`src/rtl/scan_reg_n.sv`:
```
// scan_reg_n: WIDTH-bit scan register bank with shadow update stage and shift-load counter
//
// Ports:
//   C              clock, all state changes on the rising edge
//   global_reset_n asynchronous active-low reset (clears Q, UQ, shift_cnt)
//   MISR_MODE      signature compaction on CE (only when SCAN_MISR_EN is defined)
//   D              functional parallel data
//   CE             functional load enable
//   NbarT          test mode, 1 = serial shift
//   Si / So        serial scan in (enters MSB) / serial scan out (Q[0])
//   CLR / PRE      synchronous clear / preset of the capture stage
//   UPD            copy the pre-edge capture stage into the update stage
//   Q / UQ         capture stage / update (shadow) stage
//   shift_cnt      consecutive shift cycles, saturating at WIDTH
//   shift_done     high while shift_cnt == WIDTH
//
// Optional feature: define SCAN_MISR_EN to add MISR_MODE and POLY-based
// signature compaction on the CE path.
//
// TPHL/TPLH are the transition delays of Q, UQ and So for back-annotated
// gate-level timing; this RTL model is zero-delay.
module scan_reg_n #(
    parameter int              WIDTH = 8,
    parameter int              TPHL  = 0,
    parameter int              TPLH  = 0,
    parameter logic [WIDTH-1:0] POLY = WIDTH'(8'h1D)
) (
    input  logic                       C,
    input  logic                       global_reset_n,
`ifdef SCAN_MISR_EN
    input  logic                       MISR_MODE,
`endif
    input  logic [WIDTH-1:0]           D,
    input  logic                       CE,
    input  logic                       NbarT,
    input  logic                       Si,
    output logic                       So,
    input  logic                       CLR,
    input  logic                       PRE,
    input  logic                       UPD,
    output logic [WIDTH-1:0]           Q,
    output logic [WIDTH-1:0]           UQ,
    output logic [$clog2(WIDTH+1)-1:0] shift_cnt,
    output logic                       shift_done
);
    localparam int CW = $clog2(WIDTH+1);
    logic [WIDTH-1:0] q_q, q_d, uq_q, uq_d, load_d;
    logic [CW-1:0]    cnt_q, cnt_d;
    logic             unused_params;
    assign unused_params = (TPHL != 0) ^ (TPLH != 0) ^ (^POLY);
`ifdef SCAN_MISR_EN
    // Galois-style MISR: shift left, fold the outgoing MSB through POLY, mix in D.
    always_comb load_d = MISR_MODE ? (({q_q[WIDTH-2:0], 1'b0} ^ (q_q[WIDTH-1] ? POLY : '0)) ^ D) : D;
`else
    always_comb load_d = D;
`endif
    always_comb q_d = CLR ? '0 : PRE ? '1 : NbarT ? {Si, q_q[WIDTH-1:1]} : CE ? load_d : q_q;
    always_comb uq_d = UPD ? q_q : uq_q;
    // Only an uninterrupted run of pure shift edges advances the count.
    always_comb cnt_d = (CLR || PRE || !NbarT) ? '0 : (cnt_q == CW'(WIDTH)) ? cnt_q : cnt_q + CW'(1);
    always_ff @(posedge C or negedge global_reset_n) begin
        if (!global_reset_n) begin
            q_q   <= '0;
            uq_q  <= '0;
            cnt_q <= '0;
        end else begin
            q_q   <= q_d;
            uq_q  <= uq_d;
            cnt_q <= cnt_d;
        end
    end
    assign Q          = q_q;
    assign UQ         = uq_q;
    assign So         = q_q[0];
    assign shift_cnt  = cnt_q;
    assign shift_done = (cnt_q == CW'(WIDTH));
endmodule

```
`config.mk`:
```
export PLATFORM = sky130hd
export DESIGN_NAME = scan_reg_n
export DESIGN_NICKNAME = d
export VERILOG_FILES = /design/src/rtl/scan_reg_n.sv
export SDC_FILE = /design/constraint.sdc
export NUM_CORES = 1
export LEC_CHECK = 0
export CORE_UTILIZATION = 40
export DETAILED_ROUTE_END_ITERATION = 8
export PLACE_DENSITY_LB_ADDON = 0.12
export SYNTH_ARGS = -nofsm -noshare
export SYNTH_HDL_FRONTEND = slang
export SYNTH_SLANG_ARGS = --single-unit
```
`constraint.sdc`:
```
create_clock -name C -period 1.87 [get_ports C]
set_input_delay 0.374 -clock C [delete_from_list [all_inputs] [get_ports C]]
set_output_delay 0.374 -clock C [all_outputs]
set_load 0.1 [all_outputs]
```
==> impl_metrics.tcl <==
set metrics [dict create \
    outcome "completed" \
    maxSlewHeadroom_pct 61.55 \
    initial_core_util_pct 42.20 \
    fin_cells 147 \
    synth_cell_types 17 \
    drt-total-wl_um 2181 \
    drive_gt1_share_pct 42.86 \
    grt_pass1_vias 741 \
    fmax_mhz 551.7 \
    synth.top_cell.area_share_pct 54.13 \
    clock_sinks 20 \
    slew_violations 0 \
    ant_nets 0 \
    die_w_um 50.08 \
    die_h_um 50.08 \
    critPathCaptureType "primary output" \
    ir_worst_vdd_mv 0.6935 \
    hpwl_um 1609 \
    grt_max_degree 21 \
    cp-endpoint "shift_done" \
    cts_buffers 3 \
    vias 713 \
    port_buffers 37 \
    hold_buffers 0 \
    area_delta_synth_final_pct 74.56 \
    fin_util_pct 73.67 \
    routed_via_density 4.850 \
    p_seq_share_pct 40.0 \
    dp_cells 138 \
    r2r_slack_ns 0.56 \
    finClkSkew_ns 0.01200 \
    syn_nets 93 \
    path_class "reg -> out" \
    multi_input_area_sq_um 389.1 \
    worst_pin_slew_ns 0.5746 \
    cp.arrival_ns 1.44 \
    std_cell_rows 17 \
    synth_area_per_cell_sq_um 12.33 \
    grtUsageTotal_pct 19.70 \
    diodes 0 \
    drc 0 \
    fin_total_pwr_mw 1.298 \
    drt-initial-drc-count 12 \
    powerDensity_nw_per_um2 804.2 \
    cts_root_buf "clkbuf_4" \
    regArea_sq_um 510.5 \
    firstDrtPassIters 4 \
    place_congestion 0.7233 \
    hold_slack_ns 0.3936 \
    switchingPower_mw 0.5332 \
    syn_area_sq_um 924.6 \
    p_int_mw 0.7649 \
    yosysWarnings 0 \
    cap_violations 0 \
    critPathMaxFanout 4 \
    yosys_register_bits 20 \
    reg2reg_depth 6 \
    wl_per_cell_um 14.84 \
    finalNetCount 138 \
    overflow 0 \
    syn_inst 75 \
    place_area_sq_um 1540 \
    fin_crit_sh_pct 96.93 \
    regToRegEndpoint "shift_cnt[0]$_DFFE_PN0P_" \
    synth_area_leaders "dfrtp_1 54%, mux2i_1 9.7%, mux2_2 9.7%" \
    die_area_sq_um 2508 \
    hold_violations 0 \
    pwr-share-comb_pct 43.9 \
    critPathLaunch "shift_cnt[0]$_DFFE_PN0P_" \
    seq_area_frac_synth_pct 54.13 \
    period_minus_slack_ns 1.813 \
    synth_top_area_cell "dfrtp_1" \
    hold_path.class "in -> async" \
    clock_path_buffers 2 \
    cts_tree "yes" \
    antenna_found_initial 0 \
    fin_area_sq_um 1614 \
    grt_pass1_wl_um 3567 \
    critPathLaunchType "flip-flop" \
    switching_share_pct 41.08 \
    clk_pin_slew_ns 0.11 \
    worstSkewPairLatency_ns 0.30 \
    clock_power_share_pct 16.1 \
    cp.required_ns 1.50 \
    reg2reg_from "shift_cnt[0]$_DFFE_PN0P_" \
    fillers 146 \
    coreArea_sq_um 2191 \
    ios 38 \
    htree_levels 1 \
    p_leak_nw 0.7141 \
    setup_viol 0 \
]
## layout make-up
class                   count  share of cell area, %
well taps                  28                  2.171
repair buffers             45                  39.53
inverters                   3                 0.9302
flip-flops and latches     20                  31.63
multi-input cells          47                  24.11
clock buffers               4                  1.628
## per-layer routing
layer / global-route usage [%] / part of all wire [%] / vias to the layer above / wire [um]
met5: 0 / 0 / - / 0
met3: 4.321 / 6.1 / 0 / 133
met2: 31.11 / 50 / 29 / 1080
li1: - / - / 345 / -
met4: 6.667 / 0 / 0 / 0
met1: 26.43 / 44 / 339 / 967
## cells by family (layout without fill, tap and decap cells)
group / after synthesis / after routing / share of synthesized area (%)
flops: 20 / 20 / 54.13
buf+inv: 8 / 52 / 5.141
compound gates: 8 / 8 / 6.496
xor+xnor: 3 / 3 / 2.842
mux: 17 / 17 / 19.49
simple gates: 17 / 17 / 9.201
fa+ha+maj: 2 / 2 / 2.706
## flip-flops by register name, indices dropped and copies added (netlist names)
signal and cells:
UQ 8, shift_cnt 4, Q 8
## metrics by stage
stage                     worst slack (ns)  TNS (ns)
after global routing              -0.01089  -0.01089
after detailed placement            0.2341         0
after CTS                         0.006015         0
after floorplan                  0.0005165         0
after global placement              0.2622         0
final                              0.05739         0
## cells in the mapped netlist
master,number
nand3b_1,1
xor2_1,1
xnor2_1,2
buf_4,2
nor2_1,12
buf_2,2
inv_1,3
mux2i_1,9
buf_6,1
mux2_2,8
a211oi_1,8
nand2b_1,1
or3b_4,1
nor3_2,1
ha_1,2
dfrtp_1,20
nand3_1,1
## cell usage in the layout (no fill, tap or decap)
cell / instances
a211oi_1: 8
buf_12: 21
buf_4: 9
clkbuf_1: 1
clkbuf_4: 3
clkdlybuf4s50_1: 15
clkinvlp_4: 1
dfrtp_1: 16
dfrtp_2: 2
dfrtp_4: 2
ha_1: 1
ha_4: 1
inv_2: 2
mux2_2: 8
mux2i_1: 9
nand2b_1: 1
nand3_1: 1
nand3b_1: 1
nor2_1: 12
nor3_2: 1
or3b_4: 1
xnor2_1: 2
xor2_1: 1
## repair_timing
action / 4_1_cts / 5_1_grt
gates resized for setup: 0 / 1
pin swaps: 0 / 1
cloned: 0 / 0
setup endpoints to repair: 1 / 1
setup buffers: 1 / 4
## worst min-delay path by stage
| stage | to | cells past startpoint |
|---|---|---|
| floorplan | Q[0]$_DFFE_PN0P_ | 0 |
| finish | UQ[1]$_DFFE_PN0P_ | 2 |
| global route | UQ[1]$_DFFE_PN0P_ | 2 |
| detailed placement | UQ[0]$_DFFE_PN0P_ | 1 |
| global placement | UQ[0]$_DFFE_PN0P_ | 1 |
| CTS | UQ[1]$_DFFE_PN0P_ | 2 |
## critical path, cell delays in order, from the launching register on
cell,delay (ns)
dfrtp_4,0.52
inv_2,0.08
ha_4,0.12
nand3b_1,0.13
clkinvlp_4,0.13
buf_12,0.17
## power groups by stage
stage,Sequential [mW],Clock (mW),Combinational [mW]
6_report,0.519,0.209,0.570
3_3_place_gp,0.527,0,0.561
4_1_cts,0.521,0.212,0.568
2_1_floorplan,0.774,0,0.0836
3_5_place_dp,0.528,0,0.567
5_1_grt,0.524,0.237,0.587
Note: power is estimated with default switching activity, not from simulation.
